<file path="src/rtl/bus_pkg.sv">
`default_nettype none
// ============================================================================
// Module   : bus_pkg
// Purpose  : Shared types and widths for the memory-bus arbiter slice.
//            - XLEN / BE_W / OP_W : request field widths
//            - id_w()             : requester-index width for N harts
//            - state_t            : arbiter FSM state encoding
// Revision : 1.0 - initial release
// ============================================================================
package bus_pkg;

   localparam int XLEN = 32;
   localparam int BE_W = 4;
   localparam int OP_W = 7;

   // Index width for n requesters; never narrower than one bit.
   function automatic int id_w(input int n);
      return (n > 1) ? $clog2(n) : 1;
   endfunction

   typedef enum logic [1:0] {
      IDLE    = 2'd0,
      BUSY    = 2'd1,
      RELEASE = 2'd2
   } state_t;

endpackage
`default_nettype wire

</file>
<file path="src/rtl/rr_picker.sv">
`default_nettype none
// ============================================================================
// Module   : rr_picker
// Purpose  : Combinational round-robin priority encoder. Returns the lowest
//            requesting index at or after the pointer, wrapping modulo N_IDS.
// Ports    : i_req   [N_IDS]  request vector
//            i_ptr   [ID_W]   round-robin start index (always < N_IDS)
//            o_valid [1]      at least one request present
//            o_idx   [ID_W]   winning index (0 when o_valid is low)
// Revision : 1.0 - initial release
// ============================================================================
module rr_picker
   import bus_pkg::*;
#(
   parameter  int N_IDS = 2,
   localparam int ID_W  = id_w(N_IDS)
) (
   input  logic [N_IDS-1:0] i_req,
   input  logic [ID_W-1:0]  i_ptr,
   output logic             o_valid,
   output logic [ID_W-1:0]  o_idx
);

   // One spare bit so ptr + offset cannot overflow before the wrap.
   localparam logic [ID_W:0] c_n = (ID_W+1)'(N_IDS);

   logic [ID_W:0] w_pos;

   // Scan offsets from farthest to nearest so the nearest request to the
   // pointer is the last (and therefore winning) assignment.
   always_comb begin
      o_valid = 1'b0;
      o_idx   = '0;
      w_pos   = '0;
      for (int k = N_IDS - 1; k >= 0; k--) begin
         w_pos = {1'b0, i_ptr} + (ID_W+1)'(k);
         if (w_pos >= c_n) begin
            w_pos = w_pos - c_n;
         end
         if (i_req[w_pos[ID_W-1:0]]) begin
            o_valid = 1'b1;
            o_idx   = w_pos[ID_W-1:0];
         end
      end
   end

endmodule
`default_nettype wire

</file>
<file path="src/rtl/bus_arbiter.sv">
`default_nettype none
// ============================================================================
// Module   : bus_arbiter
// Purpose  : Round-robin arbiter in front of the atomic-capable memory
//            controller. Grants one hart at a time, latches its request and
//            routes the controller ack / read data back to that hart only.
// Ports    : i_clk, i_rst (async, active low)
//            hart side  : i_bus_en, i_wr_en, i_wr_data, i_addr, i_byte_en,
//                         i_atomic, i_operation (flattened per hart),
//                         o_ack (one-hot), o_rd_data (shared)
//            ctrl side  : o_bus_en, o_wr_en, o_wr_data, o_addr, o_byte_en,
//                         o_atomic, o_id, o_operation, i_ack, i_rd_data
// Revision : 1.0 - initial release
// ============================================================================
module bus_arbiter
   import bus_pkg::*;
#(
   parameter  int N_IDS = 2,
   localparam int ID_W  = id_w(N_IDS)
) (
   input  logic                  i_clk,
   input  logic                  i_rst,
   input  logic [N_IDS-1:0]      i_bus_en,
   input  logic [N_IDS-1:0]      i_wr_en,
   input  logic [N_IDS*XLEN-1:0] i_wr_data,
   input  logic [N_IDS*XLEN-1:0] i_addr,
   input  logic [N_IDS*BE_W-1:0] i_byte_en,
   input  logic [N_IDS-1:0]      i_atomic,
   input  logic [N_IDS*OP_W-1:0] i_operation,
   output logic [N_IDS-1:0]      o_ack,
   output logic [XLEN-1:0]       o_rd_data,
   output logic                  o_bus_en,
   output logic                  o_wr_en,
   output logic [XLEN-1:0]       o_wr_data,
   output logic [XLEN-1:0]       o_addr,
   output logic [BE_W-1:0]       o_byte_en,
   output logic                  o_atomic,
   output logic [ID_W-1:0]       o_id,
   output logic [OP_W-1:0]       o_operation,
   input  logic                  i_ack,
   input  logic [XLEN-1:0]       i_rd_data
);

   localparam logic [ID_W-1:0] c_last_id = ID_W'(N_IDS - 1);

   state_t            r_state;
   logic [ID_W-1:0]   r_rr_ptr;
   logic [ID_W-1:0]   r_id;
   logic              r_bus_en_q;
   logic              r_wr_en;
   logic              r_atomic;
   logic [XLEN-1:0]   r_wr_data;
   logic [XLEN-1:0]   r_addr;
   logic [XLEN-1:0]   r_rd_data;
   logic [BE_W-1:0]   r_byte_en;
   logic [OP_W-1:0]   r_operation;

   logic [N_IDS-1:0]  w_id_oh;
   logic [N_IDS-1:0]  w_mask;
   logic [N_IDS-1:0]  w_req;
   logic              w_grant_vld;
   logic [ID_W-1:0]   w_grant_idx;
   logic              w_ack_fire;

   logic [XLEN-1:0]   w_wr_data_a   [N_IDS];
   logic [XLEN-1:0]   w_addr_a      [N_IDS];
   logic [BE_W-1:0]   w_byte_en_a   [N_IDS];
   logic [OP_W-1:0]   w_operation_a [N_IDS];

   generate
      for (genvar g = 0; g < N_IDS; g++) begin : g_unpack
         assign w_wr_data_a[g]   = i_wr_data[g*XLEN +: XLEN];
         assign w_addr_a[g]      = i_addr[g*XLEN +: XLEN];
         assign w_byte_en_a[g]   = i_byte_en[g*BE_W +: BE_W];
         assign w_operation_a[g] = i_operation[g*OP_W +: OP_W];
      end
   endgenerate

   assign w_id_oh = {{(N_IDS-1){1'b0}}, 1'b1} << r_id;

   // The just-served hart keeps i_bus_en high until it sees its ack; hide it
   // during RELEASE so it cannot be picked up again on that stale request.
   assign w_mask = (r_state == RELEASE) ? w_id_oh : '0;
   assign w_req  = i_bus_en & ~w_mask;

   rr_picker #(
      .N_IDS   (N_IDS)
   ) u_rr_picker (
      .i_req   (w_req),
      .i_ptr   (r_rr_ptr),
      .o_valid (w_grant_vld),
      .o_idx   (w_grant_idx)
   );

   // Acks outside BUSY are protocol errors and are dropped here.
   assign w_ack_fire = (r_state == BUSY) && i_ack;

   always_ff @(posedge i_clk or negedge i_rst) begin
      if (!i_rst) begin
         r_state     <= IDLE;
         r_rr_ptr    <= '0;
         r_id        <= '0;
         r_bus_en_q  <= 1'b0;
         r_wr_en     <= 1'b0;
         r_atomic    <= 1'b0;
         r_wr_data   <= '0;
         r_addr      <= '0;
         r_rd_data   <= '0;
         r_byte_en   <= '0;
         r_operation <= '0;
      end else begin
         case (r_state)
            IDLE: begin
               if (w_grant_vld) begin
                  r_id        <= w_grant_idx;
                  r_wr_en     <= i_wr_en[w_grant_idx];
                  r_atomic    <= i_atomic[w_grant_idx];
                  r_wr_data   <= w_wr_data_a[w_grant_idx];
                  r_addr      <= w_addr_a[w_grant_idx];
                  r_byte_en   <= w_byte_en_a[w_grant_idx];
                  r_operation <= w_operation_a[w_grant_idx];
                  r_bus_en_q  <= 1'b1;
                  r_state     <= BUSY;
               end
            end
            BUSY: begin
               // Latched fields stay frozen: the controller re-reads addr and
               // wr_data across multi-cycle AMO sequences.
               if (i_ack) begin
                  r_bus_en_q <= 1'b0;
                  r_rd_data  <= i_rd_data;
                  r_rr_ptr   <= (r_id == c_last_id) ? '0 : r_id + 1'b1;
                  r_state    <= RELEASE;
               end
            end
            RELEASE: begin
               r_state <= IDLE;
            end
            default: begin
               r_state <= IDLE;
            end
         endcase
      end
   end

   // The controller is idle again in its ack cycle and samples o_bus_en, so
   // the request must drop combinationally there or it restarts.
   assign o_bus_en    = r_bus_en_q & ~i_ack;
   assign o_ack       = w_ack_fire ? w_id_oh : '0;
   assign o_rd_data   = w_ack_fire ? i_rd_data : r_rd_data;
   assign o_wr_en     = r_wr_en;
   assign o_wr_data   = r_wr_data;
   assign o_addr      = r_addr;
   assign o_byte_en   = r_byte_en;
   assign o_atomic    = r_atomic;
   assign o_id        = r_id;
   assign o_operation = r_operation;

endmodule
`default_nettype wire

</file>
<file path="config.mk">
export PLATFORM = sky130hd
export DESIGN_NAME = bus_arbiter
export DESIGN_NICKNAME = d
export VERILOG_FILES = /design/src/rtl/bus_pkg.sv /design/src/rtl/rr_picker.sv /design/src/rtl/bus_arbiter.sv
export SDC_FILE = /design/constraint.sdc
export NUM_CORES = 1
export LEC_CHECK = 0
export BUFFER_PORTS_ARGS = -buffer_cell sky130_fd_sc_hd__buf_2
export CAP_MARGIN = 30
export CORE_AREA = 2 2 118 120
export DETAILED_ROUTE_END_ITERATION = 16
export DIE_AREA = 0 0 120 122
export PLACE_DENSITY = 0.69
export SYNTH_ARGS = -nofsm -noshare
export SYNTH_HDL_FRONTEND = slang
export SYNTH_SLANG_ARGS = --single-unit
export TNS_END_PERCENT = 100
</file>
<file path="constraint.sdc">
create_clock -name i_clk -period 3.8 [get_ports i_clk]
set_clock_uncertainty 0.2 [all_clocks]
set_input_delay 0.38 -clock i_clk [delete_from_list [all_inputs] [get_ports i_clk]]
set_output_delay 0.38 -clock i_clk [all_outputs]
set_load 0.02 [all_outputs]
</file>
Yosys cells after proc, flatten, opt, wreduce, memory -nomap -nowiden --
Cells that the tools add are included.
Storage, ports and cells: bits in registers 114, input port bits 191, output and inout bits 113, word-level logic and storage cells 74
Cells by class: $add $sub $neg 4, order comparisons 6, equal/unequal tests 4, shift-type cells 1, multiplexer cells 36, bitwise operators 5, reduce and logical (&&, ||, !) cells 7
Operator list (number):
- $mux 32 | 7
- $mux 7 | 3
- $mux 1 | 17
- $mux 4 | 3
- $mux 2 | 4
- $lt 1x2->1 const B | 3
- $reduce_and 2->1 | 3
- $ge 2x2->1 const B | 2
- $pmux 2 s2 | 1
- $reduce_and 3->1 | 1
- $add 1x1->2 const B | 1
- $and 2x2->2 | 1
- $eq 2x1->1 const B | 1
- $eq 2x2->1 const B | 1
- $ge 1x2->1 const B | 1
- $logic_not 2->1 | 1
- $ne 2x1->1 const B | 1
- $ne 2x2->1 const B | 1
- $not 1->2 | 1
- $not 2->2 | 1
- $pmux 1 s2 | 1
- $reduce_bool 2->1 | 1
- $shl 1x1->2 const A | 1
- $sub 1x1->1 const B | 2
- 4 further kinds | 4

Logic depth before layout (Yosys ltp) --
Gate-level depths: netlist (run 1).
depth in word-level cells 12, gate-level depth with buffers 6

By module --
From an unflattened synthesis (run 1), not the netlist that was laid out.
Second synthesis, totals: cells, all modules 375, area total of the unflattened synthesis 5587.9 um^2
By module, submodules not included:
- bus_arbiter | times used 1, cells each 372, area each 5570.3 um^2, sequential area each 2852.7 um^2
- rr_picker | times used 1, cells each 3, area each 17.5 um^2, sequential area each 0.0 um^2

Worst setup path before layout (run 1) --
OpenSTA, ideal clock, no wires.
path type register -> output, from register r_state[1], to output o_rd_data[0], data arrival time 1.323 ns, path slack 1.897 ns, cell stages (with the launch flop) 5, cells stage by stage dfrtp_1 > nand3b_1 > buf_2 > buf_2 > mux2_1
On the way: longest elaborated chain between the ends 3
Ends and longest elaborated chain:
- from (decl) | RTL line bus_arbiter.sv:46 | state_t r_state;
- from (signal assigned) | RTL line bus_arbiter.sv:100 | r_state <= IDLE;
- from (signal assigned) | RTL line bus_arbiter.sv:123 | r_state <= BUSY;
- from (signal assigned) | RTL line bus_arbiter.sv:133 | r_state <= RELEASE;
- $eq 2x1->1 | RTL line bus_arbiter.sv:96 | assign w_ack_fire = (r_state == BUSY) && i_ack;
- $logic_and 1x1->1 | RTL line bus_arbiter.sv:96
- $mux 32 | RTL line bus_arbiter.sv:150 | assign o_rd_data = w_ack_fire ? i_rd_data : r_rd_data;
- to (decl) | RTL line bus_arbiter.sv:31 | output logic [XLEN-1:0] o_rd_data,
No other way between the ends.

Worst setup path after layout (run 1) --
from register r_state[0], to output o_rd_data[23]
Same word-level chain as after synthesis.

==> results of run 1 <==
-- cell families (layout without fill, tap and decap cells) --
family / after synthesis / in the layout / synth area share (%)
AOI/OAI and AO/OA: 82 / 82 / 17.0
buffers and inverters: 38 / 354 / 3.87
DFF: 114 / 114 / 60.1
muxes: 32 / 32 / 7.59
and+or+nand+nor: 87 / 87 / 11.5
-- routing by layer --
layer	up-vias	global-route usage (%)	share of wire, %
met5	-	0	0
met4	0	6.84	1.9
met3	21	4.54	6.3
met2	200	32.9	51
met1	2070	22.7	41
li1	1996	-	-
-- power by group through the flow --
| stage | logic [mW] | clock network [mW] | registers, mW |
|---|---|---|---|
| after detailed placement | 2.90 | 0 | 2.11 |
| final | 2.88 | 1.67 | 2.11 |
| after floorplan | 1.42 | 0 | 2.56 |
| after global routing | 3.08 | 1.77 | 2.17 |
| after global placement | 2.84 | 0 | 2.10 |
| after CTS | 2.90 | 1.71 | 2.11 |
-- synthesized netlist by cell type, drive strengths merged --
cell type / number / area share, %
o21ai: 2 / 0.21
buf: 13 / 1.9
and3: 78 / 10
a21boi: 1 / 0.24
mux2: 32 / 7.6
inv: 1 / 0.079
or2b: 1 / 0.16
a221o: 77 / 16
nand2: 2 / 0.16
nor2b: 1 / 0.13
nand3b: 1 / 0.16
and2: 1 / 0.13
a21o: 2 / 0.32
nor2: 2 / 0.32
nand2b: 1 / 0.13
clkbuf: 24 / 1.9
dfrtp: 114 / 60
-- layout make-up --
class                      instances  area share (%)
inverter                           1          0.0524
sequential                       114            39.9
tap                              180            3.15
timing repair buffer             322            24.0
clock buffer                      22            6.62
clock inverter                     9            2.15
multi-input combinational        201            24.2
-- state kept, by name, summed over array words and instances (netlist names) --
name,flops
o_addr,32
o_atomic,1
o_byte_en,4
o_id,1
o_operation,7
o_wr_data,32
o_wr_en,1
r_bus_en_q,1
r_rd_data,32
r_rr_ptr,1
r_state,2
-- path summary, 6_finish.rpt --
path                                from             to  slack (ns)  cells after the start
setup / recovery              r_state[0]  o_rd_data[23]        1.07                      4
hold / removal             i_wr_data[33]   o_wr_data[1]        0.01                      2
setup reg to reg              r_state[0]       o_atomic        1.57                      5
hold reg to reg            r_rd_data[28]  r_rd_data[28]        0.29                      1
max in group asynchronous          i_rst  o_wr_data[29]        2.18                      3
min in group asynchronous          i_rst   r_rd_data[9]        0.44                      2
-- timing repair --
item | in CTS | in global routing
resized for setup | 0 | 0
endpoints found under the hold margin | 76 | 4
hold buffers | 8 | 4
-- per-stage QoR --
stage	total power [mW]	utilization (%)	std cells	hold slack, ns	setup slack [ns]
floorplan	3.98	-	353	-0.116	1.90
global placement	4.94	47.5	806	0.268	1.50
detailed placement	5.02	47.5	806	0.279	1.42
CTS	6.73	52.7	845	0.000838	1.04
global route	7.03	53.0	849	0.0000430	0.926
finish	6.67	53.0	849	0.0134	1.07
==> impl_metrics.tcl, run 1 <==
set metrics [dict create \
    status "completed" \
    grt_use_total_pct 18.9 \
    cts_tree "built" \
    ys_types 21 \
    row_count 43 \
    relSlewSlack_pct 41.3 \
    die_h_um 122 \
    fin_crit_ns 2.73 \
    grt_max_degree 79 \
    cts_sinks 114 \
    critPathKind "register to output pin" \
    powerDensity_nw_per_um2 931 \
    drt_iter0_markers 235 \
    synth_nets 544 \
    switching_share_pct 38.4 \
    vias 4287 \
    routed_wl_um 14600 \
    hold_viol_final 0 \
    multi_input_area_um2 1730 \
    synth-seq-area-share_pct 60.1 \
    path_delay_family "buffers and inverters" \
    power.internal_mw 4.11 \
    ir_drop_mv 0.408 \
    worstSetupEndpointType "output pin" \
    mostFrequentLayoutCell "buf_2" \
    setup_viol 0 \
    fin_crit_sh_pct 71.9 \
    rsz0062_at_grt "false" \
    crit_slowest_cell "buf_4" \
    fin_area_um2 7160 \
    power_frac_clock_pct 25.1 \
    antenna_cells 0 \
    grt_pass1_wl_um 21400 \
    cp_max_fo 28 \
    hpwlAfterDp_um 10500 \
    crit_path_start_kind "register" \
    path_clk_slew_ns 0.05 \
    sequentialPowerShare_pct 31.7 \
    grt_pass1_vias 4148 \
    ioPinCount 304 \
    routedWlPerCell_um 17.1 \
    antenna_left 0 \
    drive_gt1_share_pct 52.3 \
    syn-instance-count 353 \
    drt-pass1-iter-count 4 \
    cpPeakStageDelay_ns 0.42 \
    tns_ns 0 \
    fill_cells 1206 \
    max_freq_ghz 0.366 \
    yosysWarnings 0 \
    post_cts_buffers 0 \
    clk_latency_ns 0.39 \
    max_cap_violations 0 \
    slew_violations 0 \
    drc 0 \
    fin_nets 848 \
    die_w_um 120 \
    grt_overflow_total 0 \
    hp-class "input port to register" \
    via_per_inst 5.05 \
    ys_seq_elements 114 \
    required_ns 3.22 \
    seqCellArea_um2 2850 \
    cts_made_buffers 17 \
    worst_slew_pin_slew_ns 0.881 \
    port_buffers 303 \
    start_util_pct 35.2 \
    die_area_um2 14600 \
    core_area_um2 13500 \
    area_growth_syn_to_layout_pct 50.8 \
    cts-root-buf "clkbuf_16" \
    placed_area_um2 6410 \
    leakage_nw 3.91 \
    path_cells "nand3b_1 -> buf_4 -> mux2_1 -> buf_2" \
    syn_area_per_cell_um2 13.5 \
    layout_common_cells "buf_2 (302), dfrtp_1 (114), and3_1 (77), a221o_1 (77), mux2_1 (26)" \
    htreeDepth 4 \
    antenna_found_initial 0 \
    path_buf_inv 2 \
    syn_area_um2 4750 \
    power_frac_comb_pct 43.2 \
    p_switching_mw 2.56 \
    gp_congestion 0.819 \
    worstPathArrival_ns 2.15 \
    clockBufferDepth 2 \
]
No activity file was read; power rests on OpenSTA's default activity.
==> inputs of run 2 (changes only) <==
--- a/config.mk
+++ b/config.mk
@@ -5,12 +5,14 @@
 export SDC_FILE = /design/constraint.sdc
 export NUM_CORES = 1
 export LEC_CHECK = 0
+export ABC_AREA = 1
 export BUFFER_PORTS_ARGS = -buffer_cell sky130_fd_sc_hd__buf_2
 export CAP_MARGIN = 30
-export CORE_AREA = 2 2 118 120
+export CORE_ASPECT_RATIO = 0.7
+export CORE_MARGIN = 2
+export CORE_UTILIZATION = 41
 export DETAILED_ROUTE_END_ITERATION = 16
-export DIE_AREA = 0 0 120 122
-export PLACE_DENSITY = 0.69
+export PLACE_DENSITY = 0.77
 export SYNTH_ARGS = -nofsm -noshare
 export SYNTH_HDL_FRONTEND = slang
 export SYNTH_SLANG_ARGS = --single-unit
==> constraint.sdc (replaced) <==
create_clock -name i_clk -period 2.3 [get_ports i_clk]
set_clock_uncertainty 0.2 [all_clocks]
set_input_delay 0.23 -clock i_clk [delete_from_list [all_inputs] [get_ports i_clk]]
set_output_delay 0.23 -clock i_clk [all_outputs]
set_load 0.02 [all_outputs]
==> impl_metrics.tcl, run 2 <==
set metrics [dict create \
    status "completed" \
    cts-root-buf "clkbuf_16" \
    synth.most_common_cell "nand2_1" \
    gp_congestion 0.855 \
    drt-pass1-iter-count 8 \
    mostFrequentLayoutCell "nand2_1" \
    cts_made_buffers 17 \
    synth_top_flop_cell "dfrtp_1" \
    syn_area_per_cell_um2 7.09 \
    synthArstFlopShare_pct 100 \
    crit_path_start_kind "register" \
    synthTopCellsByCount "nand2_1 (331), inv_1 (158), nand3_1 (155)" \
    path_clk_slew_ns 0.06 \
    cp_max_fo 24 \
    required_ns 1.87 \
    die_area_um2 15200 \
    grt_overflow_total 0 \
    ys_top_cells_by_area "dfrtp_1 (49%), nand2_1 (21%), nand3_1 (13%), inv_1 (10%), buf_2 (2.2%)" \
    start_util_pct 41.8 \
    grt_use_total_pct 32.2 \
    clk_latency_ns 0.40 \
    vias 7596 \
    fin_crit_sh_pct 94.5 \
    max_cap_violations 0 \
    slew_violations 0 \
    synth-seq-area-share_pct 49.0 \
    ir_drop_mv 0.835 \
    via_per_inst 5.06 \
    timing.rr.start "r_state[0]" \
    routed_wl_um 24300 \
    placed_area_um2 7520 \
    synth-edff-count 0 \
    ioPinCount 304 \
    cts_tree "built" \
    max_freq_ghz 0.460 \
    drive_gt1_share_pct 27.3 \
    layout_common_cells "nand2_1 (331), buf_2 (302), dlygate4sd3_1 (188), inv_1 (158), nand3_1 (155)" \
    worst_slew_pin_slew_ns 0.681 \
    synth_top_area_cell "dfrtp_1" \
    leakage_nw 5.94 \
    die_h_um 104 \
    rsz0062_at_grt "true" \
    ys_seq_elements 114 \
    htreeDepth 4 \
    drc 0 \
    fin_crit_ns 2.17 \
    synth_nets 1013 \
    antenna_left 0 \
    antenna_found_initial 0 \
    min_from "i_ack" \
    grt_pass1_wl_um 39400 \
    hpwlAfterDp_um 11700 \
    post_cts_buffers 0 \
    syn-instance-count 822 \
    cts_sinks 114 \
    cp-startpoint "r_state[1]" \
    area_growth_syn_to_layout_pct 71.9 \
    relSlewSlack_pct 54.6 \
    ys_types 19 \
    die_w_um 146 \
    grt_pass1_vias 7941 \
    syn_area_um2 5820 \
    fin_area_um2 10000 \
    fin_nets 1488 \
    fill_cells 919 \
    yosysWarnings 0 \
    timing.hold.ws_ns 0.148 \
    critPathKind "register to output pin" \
    worstSetupEndpointType "output pin" \
    hp-class "input port to register" \
    grt_max_degree 115 \
    clockBufferDepth 2 \
    port_buffers 303 \
    antenna_cells 0 \
    drt_iter0_markers 678 \
    row_count 36 \
    worstPathArrival_ns 1.74 \
    core_area_um2 13900 \
    setup_viol 0 \
    multi_input_area_um2 2130 \
    hold_viol_final 0 \
    synth_top_area_share_pct 49.0 \
    fin_util_pct 71.9 \
    powerDensity_nw_per_um2 1190 \
    routedWlPerCell_um 16.2 \
    seqCellArea_um2 2850 \
]
[run 2: routing by layer]
metal / wire length (µm) / GRT usage, % / vias to the layer above
li1: - / - / 3398
met4: 1610 / 21.0 / 0
met3: 2260 / 8.46 / 166
met2: 11700 / 53.7 / 579
met1: 8740 / 36.9 / 3453
met5: 0 / 0 / -
[run 2: critical path, stage by stage, from the launching register on]
cell	delay, ns
dfrtp_1	0.45
nor3_4	0.30
buf_8	0.22
nand2_1	0.09
nand2_1	0.11
buf_2	0.17
[run 2: area by class of cell]
| type | count | area share [%] |
|---|---|---|
| multi-input cells | 500 | 21.3 |
| inverters | 162 | 6.10 |
| repair buffers | 502 | 35.7 |
| well taps | 190 | 2.37 |
| clock inverters | 15 | 1.72 |
| clock buffers | 17 | 4.25 |
| flip-flops and latches | 114 | 28.5 |
[run 2: where the power goes]
part | internal [mW] | leakage, nW | switching, mW | total, mW
Clock | 1.63 | 0.289 | 1.06 | 2.69
Combinational | 1.90 | 4.26 | 3.83 | 5.73
Sequential | 3.01 | 1.39 | 0.530 | 3.54
Total | 6.54 | 5.94 | 5.42 | 12.0
[run 2: kinds of logic after synthesis]
kind of cell           Yosys count  share of synthesized area [%]
flip-flops                     114                           49.0
AND/OR/NAND/NOR                495                           35.7
buffers and inverters          208                           14.7
AO/OA/AOI/OAI                    5                          0.537
[run 2: stage by stage]
stage                     worst slack, ns  cells  setup TNS (ns)  power [mW]
after floorplan                     0.476    822               0        6.83
after global placement              0.426   1280               0        8.61
after detailed placement            0.381   1280               0        8.72
after CTS                          0.0323   1500               0        11.7
after global routing             -0.00717   1500        -0.00717        12.6
final                               0.127   1500               0        12.0
[run 2: repair_timing]
item / CTS / global route
endpoints found under the setup margin: 0 / 34
hold buffers: 188 / 0
resized for setup: 0 / 4
endpoints found under the hold margin: 224 / 0
[run 2: path summary, 6_finish.rpt]
path / end / slack [ns] / depth (start not counted)
worst max-delay path: o_rd_data[26] / 0.13 / 5
worst min-delay path: r_state[1] / 0.15 / 4
worst max register to register: o_addr[25] / 0.27 / 9
worst min register to register: r_rd_data[22] / 0.27 / 2
max in group asynchronous: o_addr[16] / 1.10 / 3
min in group asynchronous: o_addr[23] / 0.23 / 3
